==> src/rtl/window_buffer_pkg.sv <==
// Shared types and constants for the 11x11 window-buffer controller and datapath.
package window_buffer_pkg;

    localparam int WIN_SIZE  = 11;
    localparam int THRESHOLD = 8;

    typedef enum logic [2:0] {
        IDLE,
        RUN,
        GAP,
        DONE,
        RELEASE
    } state_t;

    // Counter width that stays legal when only a single gap cycle is requested.
    function automatic int gap_cnt_width(input int gap_cycles);
        return (gap_cycles > 1) ? $clog2(gap_cycles) : 1;
    endfunction

endpackage

==> src/rtl/valid_delay_line.sv <==
// Parameterised 1-bit shift register; aligns the window-valid strobe with the datapath outputs.
module valid_delay_line #(
    parameter int DEPTH = 2
) (
    input  logic clk,
    input  logic rst_n,
    input  logic i_d,
    output logic o_q
);

    logic [DEPTH-1:0] r_shift;

    // NOTE: every stage is reset; a stale 1 left in the chain would emit a false window after reset.
    generate
        if (DEPTH == 1) begin : g_single
            always_ff @(posedge clk or negedge rst_n) begin
                if (!rst_n) r_shift <= '0;
                else        r_shift <= i_d;
            end
        end else begin : g_chain
            always_ff @(posedge clk or negedge rst_n) begin
                if (!rst_n) r_shift <= '0;
                else        r_shift <= {r_shift[DEPTH-2:0], i_d};
            end
        end
    endgenerate

    assign o_q = r_shift[DEPTH-1];

endmodule

==> src/rtl/window_buffer_11x11_ctrl.sv <==
// Sequencing controller for the 11x11 window buffer: row gating, inter-row flush gap,
// datapath rewind via progress_done_o and window-valid alignment.
module window_buffer_11x11_ctrl
    import window_buffer_pkg::*;
#(
    parameter int GAP_CYCLES  = 11,
    parameter int VALID_DELAY = 2
) (
    input  logic clk,
    input  logic rst_n,
    input  logic start_i,
    input  logic in_valid_i,
    input  logic i_col_eq_max_i,
    input  logic i_col_ge_threshold_i,
    input  logic i_row_eq_max_i,
    output logic count_en_o,
    output logic progress_done_o,
    output logic window_valid_o,
    output logic busy_o,
    output logic frame_done_o
);

    localparam int              CNT_W    = gap_cnt_width(GAP_CYCLES);
    localparam logic [CNT_W-1:0] GAP_LOAD = CNT_W'(GAP_CYCLES - 1);

    state_t           r_state;
    state_t           w_next_state;
    logic [CNT_W-1:0] r_gap_cnt;
    logic [CNT_W-1:0] w_gap_cnt_next;
    logic             r_progress_done;
    logic             r_frame_done;
    logic             r_busy;
    logic             w_qualify;

    // NOTE: defaults first, so every path assigns every variable and no latch is inferred.
    always_comb begin
        w_next_state   = r_state;
        w_gap_cnt_next = r_gap_cnt;
        case (r_state)
            IDLE: begin
                if (start_i) w_next_state = RUN;
            end
            RUN: begin
                // Row end does not wait for in_valid_i: the datapath clears its column counter anyway.
                if (i_col_eq_max_i) begin
                    w_next_state   = GAP;
                    w_gap_cnt_next = GAP_LOAD;
                end
            end
            GAP: begin
                if (r_gap_cnt == '0) begin
                    w_next_state = i_row_eq_max_i ? DONE : RUN;
                end else begin
                    w_gap_cnt_next = r_gap_cnt - CNT_W'(1);
                end
            end
            DONE:    w_next_state = RELEASE;
            RELEASE: w_next_state = IDLE;
            default: w_next_state = IDLE;
        endcase
    end

    // NOTE: sequential state uses non-blocking assignments so all registers update from pre-edge values.
    always_ff @(posedge clk or negedge rst_n) begin
        if (!rst_n) begin
            r_state         <= IDLE;
            r_gap_cnt       <= '0;
            r_busy          <= 1'b0;
            r_progress_done <= 1'b0;
            r_frame_done    <= 1'b0;
        end else begin
            r_state         <= w_next_state;
            r_gap_cnt       <= w_gap_cnt_next;
            r_busy          <= (w_next_state != IDLE);
            r_progress_done <= (w_next_state == DONE);
            r_frame_done    <= (w_next_state == RELEASE);
        end
    end

    assign count_en_o = (r_state == RUN) && in_valid_i;
    assign w_qualify  = count_en_o && i_col_ge_threshold_i;

    valid_delay_line #(
        .DEPTH (VALID_DELAY)
    ) u_valid_delay (
        .clk   (clk),
        .rst_n (rst_n),
        .i_d   (w_qualify),
        .o_q   (window_valid_o)
    );

    assign progress_done_o = r_progress_done;
    assign frame_done_o    = r_frame_done;
    assign busy_o          = r_busy;

endmodule

==> config.mk <==
export PLATFORM = sky130hd
export DESIGN_NAME = window_buffer_11x11_ctrl
export DESIGN_NICKNAME = d
export VERILOG_FILES = /design/src/rtl/window_buffer_pkg.sv /design/src/rtl/valid_delay_line.sv /design/src/rtl/window_buffer_11x11_ctrl.sv
export SDC_FILE = /design/constraint.sdc
export NUM_CORES = 1
export LEC_CHECK = 0
export CAP_MARGIN = 15
export CORE_AREA = 2 2 39 41
export DETAILED_ROUTE_END_ITERATION = 6
export DIE_AREA = 0 0 41 43
export PLACE_DENSITY = 0.77
export SYNTH_ARGS = -nofsm -noshare
export SYNTH_HDL_FRONTEND = slang
export SYNTH_SLANG_ARGS = --single-unit
==> constraint.sdc <==
create_clock -name clk -period 1.75 [get_ports clk]
set_input_delay 0.4375 -clock clk [delete_from_list [all_inputs] [get_ports clk]]
set_output_delay 0.4375 -clock clk [all_outputs]
set_load 0.02 [all_outputs]
After elaboration in Yosys (flattened, before gate mapping)
Index checks and enable logic that the tools add are counted.
{ "totals": {"wordCells": 29, "register_bits": 12, "output_inout_bits": 5, "inputBits": 7} }
{ "op_classes": {"add_sub_neg": 1, "reduce_logical": 7, "n_eq_ne": 7, "n_mux": 8} }
{ "op_table": {"columns": ["operator", "n"], "rows": [
  ["$pmux 3 s4", 1],
  ["$eq 3x2->1 const B", 3],
  ["$mux 3", 3],
  ["$mux 4", 2],
  ["$pmux 4 s2", 1],
  ["$logic_not 4->1", 1],
  ["$ne 2x2->1 const B", 2],
  ["$sub 4x1->4 const B", 1],
  ["$eq 3x1->1 const B", 1],
  ["$eq 3x3->1 const B", 1],
  ["$logic_not 3->1", 1],
  ["$reduce_and 3->1", 1],
  ["$reduce_bool 3->1", 1],
  ["$logic_and 1x1->1", 2],
  ["$mux 2", 1],
  ["$reduce_bool 2->1", 1]
]} }

Logic depth before layout (Yosys ltp)
{ "depth": {"word_depth": 4, "depth_mapped": 5} }

By module
From an unflattened synthesis, not the netlist that was laid out.
{ "unflattened": {"cells_unflattened": 46, "hier_area_um2": 550.5} }
{ "modules_own_cells": {"columns": ["module", "area_each_um2", "cells_per_inst", "n_inst", "seq_area_each_um2"], "rows": [
  ["window_buffer_11x11_ctrl", 500.5, 44, 1, 250.2],
  ["valid_delay_line", 50.0, 2, 1, 50.0]
]} }

Worst setup path after synthesis
Ideal clock, no wire load.
{ "synth_timing": {"kind": "reg2reg", "start": "register r_state[0]", "end": "register r_gap_cnt[3]", "t_required_ns": 1.646, "arrival_time_ns": 1.432, "stages_incl_launch_ff": 4, "setup_time_ns": 0.104, "synth_period_minus_slack_ns": 1.536, "slack_ns": 0.214, "cell_sequence": "dfrtp_1 > or3b_1 > or4_1 > o311ai_1"} }
{ "synth_via": {"elab_chain_len": 3, "elab_cells_between_ends": 7} }
{ "synth_rtl": {"columns": ["item", "line_no", "source"], "rows": [
  ["from (decl)", "window_buffer_11x11_ctrl.sv:26", "state_t r_state;"],
  ["from (signal assigned)", "window_buffer_11x11_ctrl.sv:72", "r_state <= w_next_state;"],
  ["$eq 3x2->1 or $eq 3x1->1 (tied branches)", "window_buffer_11x11_ctrl.sv:39", "case (r_state)"],
  ["$ne 2x2->1 (no line) or $reduce_bool 2->1 (tied branches)", null, null],
  ["$reduce_and 3->1 (no line)", null, null],
  ["to (signal assigned)", "window_buffer_11x11_ctrl.sv:73", "r_gap_cnt <= w_gap_cnt_next;"],
  ["to (decl)", "window_buffer_11x11_ctrl.sv:28", "logic [CNT_W-1:0] r_gap_cnt;"]
]} }
Parallel ways exist; a longest one is shown, timed or not.
A chain may end at the register's enable or synchronous reset.

Worst setup path after layout
{ "layout_timing": {"start": "input in_valid_i", "end": "output count_en_o"} }
{ "layout_via": {"elab_chain_len": 1} }
{ "layout_rtl": {"columns": ["item", "line_no", "source"], "rows": [
  ["from (decl)", "window_buffer_11x11_ctrl.sv:12", "input logic in_valid_i,"],
  ["$logic_and 1x1->1", "window_buffer_11x11_ctrl.sv:80", "assign count_en_o = (r_state == RUN) && in_valid_i;"],
  ["to (decl)", "window_buffer_11x11_ctrl.sv:16", "output logic count_en_o,"]
]} }
Every way passes these cells.

==> summary by stage <==
Critical path
Tracing the worst setup path back leads to its startpoint at in_valid_i. In this run the worst path has a maximum fanout of 2. The library cell contributing the largest single delay on the critical path is clkdlybuf4s50_1. Traced cell by cell, the critical path runs through clkdlybuf4s50_1 -> and4bb_2 -> buf_4. Broken down by cell family, the worst path's largest delay share belongs to buffers and inverters. The data arrival time at the worst-slack endpoint is between 1 and 1.5 ns. The logic depth of the worst register-to-register path is 4. The startpoint of the worst register-to-register path is r_state[2]. The critical path crosses 3 cells after its start point. The worst setup path category is in -> out.

The endpoint type of the worst setup path is an output pin. The worst path buffer plus inverter count is 2. On the worst path, the slowest cell contributes a delay of between 0.4 and 0.5 ns. The required arrival time at the worst endpoint is roughly 1.3 ns. The startpoint type of the worst setup path is a primary input.

STA
In this run the tightest slew margin relative to its limit is 65.5%. The highest achievable clock rate is approximately 590 MHz. At the pin with the least slew margin, the transition time is a little over 0.5 ns.

The number of pins exceeding their max-slew limit in the final report was 0. After layout, the worst path uses a little over nine tenths of the clock period. Setup repair after global routing left no endpoint under its margin.

On the final layout, the worst clock skew is 0.00298 ns. The final-report hold violation count was 0. Setup violations remaining at the end of the flow were counted as 0.

The time the final worst path needs with I/O delays and setup is about 1.7 ns.

Die
The floorplan step defined a die boundary enclosing approximately 1800 µm². After floorplanning, the core was sized to cover 1380 µm². In this run the vertical extent of the chip is 43 µm. The boundary pin count is 12. Once the floorplan was initialized, standard cells occupied roughly two fifths of the core. After floorplanning, the core was divided into 14 placement rows. In this run the horizontal extent of the chip is 41 µm.

GRT
The maximum number of pins on one net before global-route repair is 13. The number of antenna violations at the first check in global routing is 0. Global routing consumed, over all layers together, 15.2% of the routing resources. The number of global-route vias before repair is 378. For this run the aggregate overflow at the end of global routing stands at 0. The global-route wire length before repair is 1.70 mm.

Routing
The remaining antenna violation count is 0. The sum of routed wire length over all layers is about 1.0 mm. For this run, the detailed router's first-pass iteration total came to 4. For this block, the initial DRC count from the detailed router was 2.

The detailed-route vias per instance is about 5.2. After detailed routing, the number of remaining DRC violations is 0. The total via count after detailed routing is between 400 and 500. In the final routed layout, each cell accounts on average for ~13 µm.

Synthesis
Summing every instance area after synthesis gives between 500 and 600 µm². The synthesized instance count is 45. Summing the sequential cell areas from Yosys gives a little under three fifths of the chip area.

The post-synth net total is 54. Yosys printed 0 warnings. The synthesized design spends more area on one cell type than any other, namely dfrtp_1. After synthesis, the mean cell area works out to 12.1 µm².

The synthesized netlist contains 26 unique library cells. The synthesized design contains 12 register bits. Sorting the synthesized cells by area gives the leading types as dfrtp_1 (55%), ha_1 (4.6%), and3b_2 (3.7%). The share of synthesized area in the top cell type comes to a little under three fifths.

Clock tree
The clock drives 12 sinks. TritonCTS built the clock tree. Post-CTS timing repair inserted 0 buffers for setup. In this run the deepest clock path goes through 2 buffers. The clock transition time at the flip-flop clock pins of the worst setup and hold paths is 0.07 ns.

The maximum level of the CTS H-tree is 1. The number of clock buffers added by TritonCTS is 3. The hold buffer count at CTS is 0. The root buffer cell is clkbuf_4. The later pin in the worst-skew pair is clocked with a latency of approximately 0.26 ns.

Worst hold path
The worst hold path startpoint is u_valid_delay.r_shift[0]. The cell depth of the worst min-delay path is 0. The min-delay analysis places its worst path in the category reg -> reg.

Place
Once placement completed, the tool counted placed cells totaling between 70 and 80. The final weighted congestion in routability-driven placement is around 0.75. Input and output buffers added on the ports amount to 11. After legalization and detailed placement, the total HPWL measured about 760 µm.

Finish
The sequential standard cell area is approximately 300 µm². The top cell types in the final layout, fill and taps aside, are dfrtp_1 (12), clkdlybuf4s50_1 (10), buf_4 (5). Leaving out fill and tap cells, the most frequent cell in the layout is dfrtp_1. The net count reported at finish is 74. The area occupied by multi-input gates is 238 µm². The count of fill cells added during filler insertion is about 140. Relative to the synthesized area, the layout overhead comes to 33.0%. The post-route netlist has 22.2% of its cells at a drive strength greater than 1. The repair_antennas step left the layout with diodes totalling 0.

The post-route non-filler standard cell count is between 70 and 80.

Flow run
Across the run, the number of max-cap violations was 0.

Outcome
The run finished with clean final reports.

Pwr
In this run the static leakage power is ~0.33 nW. The power per cell area is approximately 1400 nW/µm². The final total power is between 1 and 1.5 mW.

The maximum resistive drop on vdd is approximately 0.59 mV.
layer usage:
| layer | GRT usage (%) | up-vias | wire, µm |
|---|---|---|---|
| li1 | - | 206 | - |
| met5 | 0 | - | 0 |
| met2 | 18.8 | 12 | 465 |
| met1 | 21.1 | 194 | 491 |
| met4 | 12.0 | 0 | 19 |
| met3 | 4.71 | 2 | 54 |
cells in the mapped netlist:
master	n
and4bb_2	1
ha_1	2
and3_1	2
a211oi_1	1
nor3b_2	1
nor2_1	1
dfrtp_1	12
and2_1	1
a31oi_1	1
nand2_1	3
nor3b_1	1
o311ai_1	1
and3b_2	2
o21a_1	1
nand4bb_1	1
or3b_1	1
nand3_1	1
o211ai_1	1
mux2i_1	1
and2b_2	1
inv_1	2
o21ai_0	2
o41ai_1	1
or3b_2	1
nor3_1	2
or4_1	1
sequential cells by signal (all words and copies together) (netlist names):
name                   cells
r_gap_cnt                  4
r_state                    3
u_valid_delay.r_shift      2
busy_o                     1
frame_done_o               1
progress_done_o            1
power breakdown:
group | switching (mW) | internal, mW
Sequential | 0.0581 | 0.362
Clock | 0.0840 | 0.0795
Combinational | 0.212 | 0.225
per-stage QoR:
stage / utilization, % / hold WS (ns) / TNS (ns) / setup slack, ns / area [µm²]
floorplan: - / 0.142 / 0 / 0.214 / 546
global placement: 51.0 / 0.333 / -0.386 / -0.386 / 706
detailed placement: 51.0 / 0.339 / -0.432 / -0.432 / 706
CTS: 52.3 / 0.355 / 0 / 0.00830 / 723
global route: 52.4 / 0.372 / 0 / 0.0134 / 726
finish: 52.4 / 0.352 / 0 / 0.0411 / 726
worst paths after layout:
| kind | end | slack (ns) |
|---|---|---|
| max in group asynchronous | u_valid_delay.r_shift[0] | 0.90 |
| hold / removal | u_valid_delay.r_shift[1] | 0.35 |
| min in group asynchronous | frame_done_o | 0.51 |
| setup / recovery | count_en_o | 0.04 |
| setup reg to reg | r_gap_cnt[3] | 0.10 |
| hold reg to reg | u_valid_delay.r_shift[1] | 0.35 |
logic make-up after synthesis:
kind of cell,after synthesis,synth area share [%]
compound gates,8,10.3
fa+ha+maj,2,4.59
buf+inv,2,1.38
mux,1,1.83
simple gates,20,26.8
flops,12,55.0
cell type report:
| cell class | instances | share of cell area, % |
|---|---|---|
| Clock buffer | 3 | 3.10 |
| Inverter | 2 | 1.03 |
| Multi-Input combinational cell | 31 | 32.8 |
| Sequential cell | 12 | 41.4 |
| Tap cell | 16 | 2.76 |
| Timing Repair Buffer | 15 | 19.0 |
timing repair:
item                       in CTS  in global routing
setup endpoints to repair       1                  1
gates resized for setup         4                  1
hold endpoints to repair        0                  0
(Power assumes the default switching activity.)
